$ cat src/rtl/pipeline_mac_accumulator_module_if.sv
// Handshake bundle between the LUT multiplier side and the MAC accumulator.
// The master side drives the operand qualifiers and product; the slave side returns the frame sum.
interface pipeline_mac_accumulator_module_if #(
  parameter int ACC_W = 24
);
  logic             in_valid;
  logic             in_last;
  logic             acc_clear;
  logic [15:0]      product;
  logic [ACC_W-1:0] sum_o;
  logic             sum_valid_o;
  logic             overflow_o;
  logic             busy_o;

  modport master (
    output in_valid, in_last, acc_clear, product,
    input  sum_o, sum_valid_o, overflow_o, busy_o
  );

  modport slave (
    input  in_valid, in_last, acc_clear, product,
    output sum_o, sum_valid_o, overflow_o, busy_o
  );
endinterface

$ cat src/rtl/pipeline_mac_accumulator_module.sv
// Accumulates multiplier products into per-frame dot-product sums, with a valid/last
// delay line matched to the multiplier latency and a sticky per-frame overflow flag.
//
// state | meaning
// IDLE  | no partial frame held (cnt == 0)
// ACC   | partial frame accumulating, waiting for last or the LEN-th product
module pipeline_mac_accumulator_module #(
  parameter int LATENCY = 3,
  parameter int LEN     = 8,
  parameter int ACC_W   = 24
) (
  input logic                             clk,
  input logic                             rst_n,
  pipeline_mac_accumulator_module_if.slave bus
);
  localparam int CNT_W = $clog2(LEN);

  typedef enum logic {IDLE = 1'b0, ACC = 1'b1} state_t;

  state_t           state, state_nxt;
  logic [LATENCY-1:0] v_line, l_line;
  logic             dv, dl, frame_end, fovf;
  logic [ACC_W:0]   nxt;
  logic [ACC_W-1:0] acc, acc_nxt, sum_reg, sum_nxt;
  logic [CNT_W-1:0] cnt, cnt_nxt;
  logic             ovf, ovf_nxt;
  logic             sum_ovf, sum_ovf_nxt;
  logic             strobe, strobe_nxt;

  // Side-band delay line; a clear flushes every stage including the one sampled now.
  always_ff @(posedge clk or negedge rst_n) begin
    if (!rst_n) begin
      v_line <= '0;
      l_line <= '0;
    end else if (bus.acc_clear) begin
      v_line <= '0;
      l_line <= '0;
    end else begin
      v_line[0] <= bus.in_valid;
      l_line[0] <= bus.in_valid & bus.in_last;
      for (int i = 1; i < LATENCY; i++) begin
        v_line[i] <= v_line[i-1];
        l_line[i] <= l_line[i-1];
      end
    end
  end

  assign dv        = v_line[LATENCY-1];
  assign dl        = l_line[LATENCY-1];
  assign nxt       = {1'b0, acc} + {{(ACC_W-15){1'b0}}, bus.product};
  assign fovf      = ovf | nxt[ACC_W];
  assign frame_end = dv & (dl | (cnt == CNT_W'(LEN-1)));

  always_comb begin
    state_nxt   = state;
    acc_nxt     = acc;
    cnt_nxt     = cnt;
    ovf_nxt     = ovf;
    sum_nxt     = sum_reg;
    sum_ovf_nxt = sum_ovf;
    strobe_nxt  = 1'b0;
    if (bus.acc_clear) begin
      state_nxt = IDLE;
      acc_nxt   = '0;
      cnt_nxt   = '0;
      ovf_nxt   = 1'b0;
    end else if (frame_end) begin
      sum_nxt     = nxt[ACC_W-1:0];
      sum_ovf_nxt = fovf;
      strobe_nxt  = 1'b1;
      state_nxt   = IDLE;
      acc_nxt     = '0;
      cnt_nxt     = '0;
      ovf_nxt     = 1'b0;
    end else if (dv) begin
      state_nxt = ACC;
      acc_nxt   = nxt[ACC_W-1:0];
      cnt_nxt   = cnt + CNT_W'(1);
      ovf_nxt   = fovf;
    end
  end

  always_ff @(posedge clk or negedge rst_n) begin
    if (!rst_n) begin
      state   <= IDLE;
      acc     <= '0;
      cnt     <= '0;
      ovf     <= 1'b0;
      sum_reg <= '0;
      sum_ovf <= 1'b0;
      strobe  <= 1'b0;
    end else begin
      state   <= state_nxt;
      acc     <= acc_nxt;
      cnt     <= cnt_nxt;
      ovf     <= ovf_nxt;
      sum_reg <= sum_nxt;
      sum_ovf <= sum_ovf_nxt;
      strobe  <= strobe_nxt;
    end
  end

  assign bus.sum_o       = sum_reg;
  assign bus.sum_valid_o = strobe;
  assign bus.overflow_o  = sum_ovf;
  assign bus.busy_o      = (state == ACC) | (|v_line);
endmodule

$ cat src/flat_wrapper.sv
// flat-port wrapper written by rule: the top's interface ports become plain ports
module pipeline_mac_accumulator_module_flat 
#(
  parameter int LATENCY = 3,
  parameter int LEN     = 8,
  parameter int ACC_W   = 24
)
  (clk, rst_n, bus_in_valid, bus_in_last, bus_acc_clear, bus_product, bus_sum_o, bus_sum_valid_o, bus_overflow_o, bus_busy_o);
  pipeline_mac_accumulator_module_if #(.ACC_W(ACC_W)) bus_i ();
  input logic clk;
  input logic rst_n;
  input wire logic [$bits(bus_i.in_valid)-1:0] bus_in_valid;
  input wire logic [$bits(bus_i.in_last)-1:0] bus_in_last;
  input wire logic [$bits(bus_i.acc_clear)-1:0] bus_acc_clear;
  input wire logic [$bits(bus_i.product)-1:0] bus_product;
  output wire logic [$bits(bus_i.sum_o)-1:0] bus_sum_o;
  output wire logic [$bits(bus_i.sum_valid_o)-1:0] bus_sum_valid_o;
  output wire logic [$bits(bus_i.overflow_o)-1:0] bus_overflow_o;
  output wire logic [$bits(bus_i.busy_o)-1:0] bus_busy_o;
  assign bus_i.in_valid = bus_in_valid;
  assign bus_i.in_last = bus_in_last;
  assign bus_i.acc_clear = bus_acc_clear;
  assign bus_i.product = bus_product;
  assign bus_sum_o = bus_i.sum_o;
  assign bus_sum_valid_o = bus_i.sum_valid_o;
  assign bus_overflow_o = bus_i.overflow_o;
  assign bus_busy_o = bus_i.busy_o;
  pipeline_mac_accumulator_module #(.LATENCY(LATENCY), .LEN(LEN), .ACC_W(ACC_W)) u_core (.clk(clk), .rst_n(rst_n), .bus(bus_i));
endmodule
$ cat config.mk
export PLATFORM = sky130hd
export DESIGN_NAME = pipeline_mac_accumulator_module_flat
export DESIGN_NICKNAME = d
export VERILOG_FILES = /design/src/rtl/pipeline_mac_accumulator_module_if.sv /design/src/rtl/pipeline_mac_accumulator_module.sv /design/src/flat_wrapper.sv
export SDC_FILE = /design/constraint.sdc
export NUM_CORES = 1
export LEC_CHECK = 0
export ABC_CLOCK_PERIOD_IN_PS = 2450
export CORE_ASPECT_RATIO = 1.2
export CORE_MARGIN = 2
export CORE_UTILIZATION = 37
export CTS_CLUSTER_DIAMETER = 150
export CTS_CLUSTER_SIZE = 20
export DETAILED_ROUTE_END_ITERATION = 6
export PLACE_DENSITY = 0.57
export RECOVER_POWER = 25
export SLEW_MARGIN = 20
export SYNTH_ARGS = -nofsm -noshare
export SYNTH_HDL_FRONTEND = slang
export SYNTH_SLANG_ARGS = --single-unit
$ cat constraint.sdc
create_clock -name clk -period 2.45 [get_ports clk]
set_input_delay 0.49 -clock clk [delete_from_list [all_inputs] [get_ports clk]]
set_output_delay 0.49 -clock clk [all_outputs]
set_load 0.005 [all_outputs]
==> results of run 1 <==
[registers in the layout (all words and copies together), names as in the netlist]
signal,cells
u_core.bus.sum_o,24
u_core.acc,24
u_core.ovf,1
u_core.bus.overflow_o,1
u_core.bus.sum_valid_o,1
u_core.state,1
u_core.v_line,3
u_core.cnt,3
u_core.l_line,3
[cell families after synthesis]
| kind of cell | Yosys count | share of synthesized area |
|---|---|---|
| compound gates | 107 | 0.210 |
| mux | 7 | 0.0218 |
| buf+inv | 22 | 0.0248 |
| fa+ha+maj | 19 | 0.0737 |
| simple gates | 115 | 0.166 |
| flops | 61 | 0.458 |
| xor+xnor | 17 | 0.0447 |
[through the flow]
stage               power [uW]  hold slack (ps)
finish                    2460              369
global route              2570              503
CTS                       2470              135
detailed placement        1330              464
global placement          1330              445
floorplan                 1180              194
[layout by cell type, fill, tap and decap left out, drive strengths merged, types with 9 or more instances in the layout]
| cell type | Yosys | final |
|---|---|---|
| o21ai | 30 | 30 |
| ha | 18 | 18 |
| buf | 0 | 51 |
| nor2b | 9 | 9 |
| clkbuf | 14 | 11 |
| nor2 | 11 | 11 |
| xnor2 | 11 | 11 |
| a21oi | 21 | 21 |
| clkdlybuf4s50 | 0 | 40 |
| dfrtp | 61 | 61 |
| nand2 | 58 | 58 |
| a22o | 13 | 13 |
[per-layer routing]
metal	vias up	track usage	part of all wire
li1	1444	-	-
met1	1408	0.241	0.46
met2	72	0.297	0.48
met3	15	0.0413	0.040
met4	0	0.0802	0.018
met5	-	0	0
[cell usage after synthesis (2+ instances only)]
cell type  number
o311ai_0        2
clkbuf_1       14
nand3_1         7
mux2i_1         5
nor2b_1         9
a31oi_1         6
dfrtp_1        61
mux2_2          2
a211oi_1        3
or4_1           3
nand4_1         3
xnor2_1        11
or3_1           2
inv_1           8
xor2_1          6
nor3b_1         3
o22ai_1         4
nand2b_1        2
a21oi_1        21
o21ai_0        30
a22o_1         13
o31ai_1         3
and2_1          3
or2_2           4
nand2_1        58
ha_1           18
a21o_1          8
nor2_1         10
and3_1          7
a31o_2          2
o21a_1          4
[worst register-to-register path: cells and delay by family, from the launching register on]
kind | cells | cell delay (ps)
flops | 1 | 390
buf+inv | 2 | 230
fa+ha+maj | 2 | 430
compound gates | 5 | 850
simple gates | 2 | 330
[power groups by stage]
stage	sequential, uW	clock, uW	combinational (uW)
floorplan	1060	0	124
global route	1040	1200	328
CTS	1040	1150	287
finish	1040	1130	298
global placement	1060	0	272
detailed placement	1060	0	275
[how the worst min path moves through the flow]
stage | from | endpoint | slack, ps | cells past startpoint
finish | rst_n | u_core.bus.sum_o[4]$_DFFE_PN0P_ | 370 | 1
global route | u_core.l_line[1]$_DFF_PN0_ | u_core.l_line[2]$_DFF_PN0_ | 500 | 1
CTS | rst_n | u_core.bus.sum_o[4]$_DFFE_PN0P_ | 130 | 1
detailed placement | u_core.bus.sum_o[12]$_DFFE_PN0P_ | u_core.bus.sum_o[12]$_DFFE_PN0P_ | 460 | 2
global placement | u_core.l_line[1]$_DFF_PN0_ | u_core.l_line[2]$_DFF_PN0_ | 450 | 1
floorplan | rst_n | u_core.acc[0]$_DFFE_PN0P_ | 190 | 0
[what timing repair did]
item / CTS / global route
pin swaps: 6 / 23
resized for setup: 19 / 29
buffers inserted: 2 / 6
endpoints found under the setup margin: 17 / 27
[final cells by class]
class / instances / share of cell area
multi-input combinational: 265 / 0.404
sequential: 61 / 0.321
timing repair buffer: 99 / 0.185
tap: 117 / 0.0308
clock buffer: 9 / 0.0261
clock inverter: 7 / 0.0261
inverter: 8 / 0.00632
==> flow_summary_export.csv, run 1 <==
group,metric,value,unit
route,vias,2939,
sta,maxSlewHeadroom,0.168,
worst_setup_path,r2r-end,"u_core.acc[18]$_DFFE_PN0P_",
grt,grt.overflow.total,0,
worst_setup_path,r2r_start,"u_core.acc[0]$_DFFE_PN0P_",
finish,diodes,0,
power_and_ir_drop,peakVddDrop,0.254,mV
sta,worst_pin_slew,1250,ps
floorplan,die_y,108,um
worst_setup_path,r2r_cells,11,
worst_setup_path,worst_setup_path_start_kind,"input port",
min_path,hold_class,"input port to asynchronous set/reset pin",
power_and_ir_drop,cellLeakagePower,0.00228,uW
status,outcome,"completed",
worst_setup_path,cp-end-kind,"register",
finish,syn_to_final_growth,42.7,%
grt,grt_pass1_vias,2920,
finish,regArea,1530,um^2
finish,multi_input_area,1920,um^2
floorplan,rows,37,
finish,finalNetCount,484,
grt,grt_max_degree,39,
finish,n_fill_cell,805,
power_and_ir_drop,pwr_density_cell,518,nW/um^2
worst_setup_path,slowest_delay,410,ps
power_and_ir_drop,seqPwrFrac,0.422,
power_and_ir_drop,pwr-share-comb,0.121,
floorplan,start_util,0.385,
placed_design,finalWeightedCongestion,0.892,
synthesis,synth_top_area_cell,"dfrtp_1",
worst_setup_path,crit_path_frequent_cell,"o22ai_2",
clocking,cts.sinks,61,
route,routed_wl,8540,um
placed_design,port_buffers,47,
sta,fin_tns_setup,0,ps
worst_setup_path,crit_buf_inv,2,
sta,post-route-period-util,0.970,
clocking,cts_tree,"built",
route,drtPass1Iterations,4,
synthesis,synth_nets,388,
placed_design,dp.cells,542,
synthesis,synth_edf_count,0,
synthesis,yosys.cell_types.count,47,
power_and_ir_drop,p_int,1860,uW
sta,max_freq,421,MHz
power_and_ir_drop,p_switching,603,uW
route,final_antenna_net_count,0,
grt,antenna_found_initial,0,
worst_setup_path,cp.required,2730,ps
sta,fin_skew,10.7,ps
clocking,clk_path_buf_depth,2,
route,drtIter0Drc,106,
power_and_ir_drop,power_frac_clock,0.457,
clocking,cts_root_buffer,"clkbuf_8",
worst_setup_path,path_class,"input port to register",
clocking,clk_pin_slew,80,ps
clocking,clkLatencyLatePin,360,ps
synthesis,yosys_register_bits,61,
placed_design,dpl.hpwl,5850,um
sta,grt_setup_unrepaired,"yes",
synthesis,syn_area,3330,um^2
sta,finalCriticalPeriod,2380,ps
synthesis,synth_area_per_cell,9.57,um^2
worst_setup_path,cp-startpoint,"bus_product[2]",
placed_design,place_area,4250,um^2
sta,setup_slack,73.3,ps
synthesis,syn_inst,348,
finish,fin_util,0.549,
sta,finalMaxSlewViolations,0,
route,wl_per_cell,15.1,um
clocking,cts_max_level,3,
worst_setup_path,worstPathCellList,"clkdlybuf4s50_1 -> ha_1 -> nor2b_4 -> o31ai_4 -> o22ai_2 -> o22ai_2 -> o22ai_1 -> buf_4 -> or2_2 -> a31oi_1",
route,vias_per_cell,5.19,
worst_setup_path,worstSetupEndpoint,"u_core.acc[18]$_DFFE_PN0P_",
floorplan,num_io_pins,48,
floorplan,die_area,9780,um^2
synthesis,synthTopCellsByArea,"dfrtp_1 (46%), ha_1 (6.8%), nand2_1 (6.5%)",
worst_setup_path,crit_cells,10,
synthesis,ys_warn_count,0,
floorplan,coreArea,8660,um^2
synthesis,async_flop_share,1.00,
finish,fin_area,4750,um^2
worst_setup_path,cp_max_fo,7,
worst_setup_path,cpMaxStageDelayCell,"clkdlybuf4s50_1",
worst_setup_path,cp.arrival,2650,ps
sta,hold_viol,0,
power_and_ir_drop,p_sw_frac,0.245,
clocking,cts_buffers,9,
synthesis,yosys_most_used_dff,"dfrtp_1",
placed_design,dp_slack,-550,ps
worst_setup_path,path_delay_family,"compound AO/OA/AOI/OAI gates",
run,cap_violations,0,
grt,grt.total_usage,0.185,
route,drc,0,
worst_setup_path,ff2ff_setup_slack,140,ps
finish,drive_above_1_share,0.238,
sta,setup_viol,0,
floorplan,die_w,90.6,um
finish,fin_cells,566,
grt,grt_pass1_wl,14200,um
clocking,cts_hold_buf,0,
synthesis,seq_area_frac_synth,0.458,
synthesis,synth_top_area_frac,0.458,
(Power assumes the default switching activity.)
==> inputs of run 2 (changes only) <==
Settings changed: CORE_MARGIN 2 to 4, GPL_ROUTABILITY_DRIVEN set to 0.
==> flow_summary_export.csv, run 2 (synthesis results as in run 1) <==
group,metric,value,unit
route,met1_length,3770,um
sta,hold_slack,341,ps
clocking,cts_buffers,9,
worst_setup_path,cpMaxStageDelayCell,"clkdlybuf4s50_1",
power_and_ir_drop,pwr_density_cell,498,nW/um^2
route,vias_per_cell,5.16,
finish,n_fill_cell,774,
sta,maxSlewHeadroom,0.222,
sta,setup_slack,57.8,ps
route,drc,0,
sta,fin_skew,15.0,ps
worst_setup_path,path_class,"input port to register",
run,cap_violations,0,
floorplan,die_area,10600,um^2
sta,finalMaxSlewViolations,0,
floorplan,die_y,112,um
floorplan,rows,37,
finish,diodes,0,
floorplan,start_util,0.385,
worst_setup_path,worst_setup_path_start_kind,"input port",
worst_setup_path,slowest_delay,510,ps
worst_setup_path,cp_max_fo,4,
worst_setup_path,cp-end-kind,"register",
worst_setup_path,worstPathCellList,"clkdlybuf4s50_1 -> ha_4 -> a21o_1 -> a21oi_2 -> nand2_2 -> buf_4 -> a32o_2 -> o21ai_0 -> buf_4 -> xor2_1 -> o21ai_0",
route,drtIter0Drc,87,
finish,fin_area,4730,um^2
floorplan,die_w,94.6,um
finish,regArea,1530,um^2
finish,final_cell_mix,"dfrtp_1 (61), nand2_1 (57), buf_4 (51)",
power_and_ir_drop,cellLeakagePower,0.00225,uW
route,final_antenna_net_count,0,
sta,max_freq,418,MHz
finish,layout_commonest_cell,"dfrtp_1",
grt,grt_max_degree,41,
finish,multi_input_area,1950,um^2
worst_setup_path,r2r_start,"u_core.acc[0]$_DFFE_PN0P_",
route,routed_wl,8670,um
sta,worst_pin_slew,1170,ps
clocking,clk_pin_slew,80,ps
route,routed.top_layer,"met4",
floorplan,coreArea,8660,um^2
grt,antenna_found_initial,0,
power_and_ir_drop,peakVddDrop,0.231,mV
sta,post-route-period-util,0.976,
finish,drive_above_1_share,0.247,
worst_setup_path,cp-startpoint,"bus_product[3]",
route,drtPass1Iterations,4,
finish,fin_cells,566,
sta,hold_viol,0,
placed_design,place_area,4260,um^2
placed_design,port_buffers,47,
clocking,cts.sinks,61,
clocking,cts_hold_buf,0,
placed_design,dp_slack,-587,ps
clocking,cts_root_buffer,"clkbuf_8",
clocking,cts_tree,"built",
worst_setup_path,cp.required,2670,ps
worst_setup_path,cp.arrival,2610,ps
grt,grt.total_usage,0.174,
placed_design,dp.cells,545,
placed_design,dpl.hpwl,6040,um
status,outcome,"completed",
finish,syn_to_final_growth,42.1,%
clocking,clkLatencyLatePin,350,ps
route,wl_met2,4200,um
clocking,clk_path_buf_depth,2,
sta,finalCriticalPeriod,2390,ps
clocking,cts_max_level,3,
finish,finalNetCount,484,
floorplan,num_io_pins,48,
grt,grt_pass1_wl,14400,um
route,met3_wirelength,473,um
min_path,hold_class,"input port to asynchronous set/reset pin",
route,vias,2923,
route,wl_per_cell,15.3,um
grt,grt_pass1_vias,2955,
grt,grt.overflow.total,0,
sta,setup_viol,0,
## run 2: changes by cell type in the layout (fill, tap and decap cells not counted), sizes merged
cell / previous run / this run
dlygate4sd2: 0 / 2
dlymetal6s2s: 6 / 4
inv: 8 / 9
bufinv: 3 / 2
## run 2: worst paths after layout
| path | to | slack (ps) | cells after the start |
|---|---|---|---|
| max | u_core.bus.sum_o[17]$_DFFE_PN0P_ | 60 | 11 |
| min | u_core.bus.sum_o[4]$_DFFE_PN0P_ | 340 | 1 |
| max reg2reg | u_core.acc[14]$_DFFE_PN0P_ | 150 | 11 |
| min reg2reg | u_core.bus.sum_o[14]$_DFFE_PN0P_ | 470 | 2 |
| max in group asynchronous | u_core.acc[22]$_DFFE_PN0P_ | 530 | 2 |
| min in group clk | u_core.bus.sum_o[14]$_DFFE_PN0P_ | 470 | 2 |
## run 2: area by class of cell
class | count | area share
sequential | 61 | 0.323
multi-input combinational | 265 | 0.411
timing repair buffer | 99 | 0.182
inverter | 8 | 0.00635
tap | 117 | 0.0309
clock buffer | 9 | 0.0262
clock inverter | 7 | 0.0209
## run 2: critical path, delay by kind of cell
| family | cells | cell delay (ps) |
|---|---|---|
| adders and majority gates | 1 | 220 |
| xor gates and xnor gates | 1 | 170 |
| and+or+nand+nor | 1 | 90 |
| AOI/OAI and AO/OA | 5 | 820 |
| buffers and inverters | 3 | 810 |
## run 2: metrics by stage
step,setup TNS [ps],power (uW),utilization
after floorplan,0,1180,-
after global placement,-11550,1330,0.492
after detailed placement,-12850,1330,0.492
after CTS,0,2370,0.530
after global routing,-129,2460,0.546
final,0,2360,0.546
## run 2: layer usage
layer | vias to the layer above | GRT usage
met5 | - | 0
met4 | 0 | 0.0741
met3 | 20 | 0.0432
met2 | 82 | 0.274
met1 | 1376 | 0.225
li1 | 1445 | -
## run 2: what timing repair did
action                     in CTS  in global routing
buffers inserted                1                  5
setup endpoints to repair      18                 23
resized for setup              22                 26
pin swaps                       6                 26
## run 2: power breakdown
| group | total [uW] | leakage (uW) | internal [uW] | switching, uW |
|---|---|---|---|---|
| registers | 1040 | 0.000846 | 1030 | 12.8 |
| clock network | 1020 | 0.000110 | 577 | 446 |
| logic | 293 | 0.00130 | 151 | 143 |
| total | 2360 | 0.00225 | 1750 | 602 |
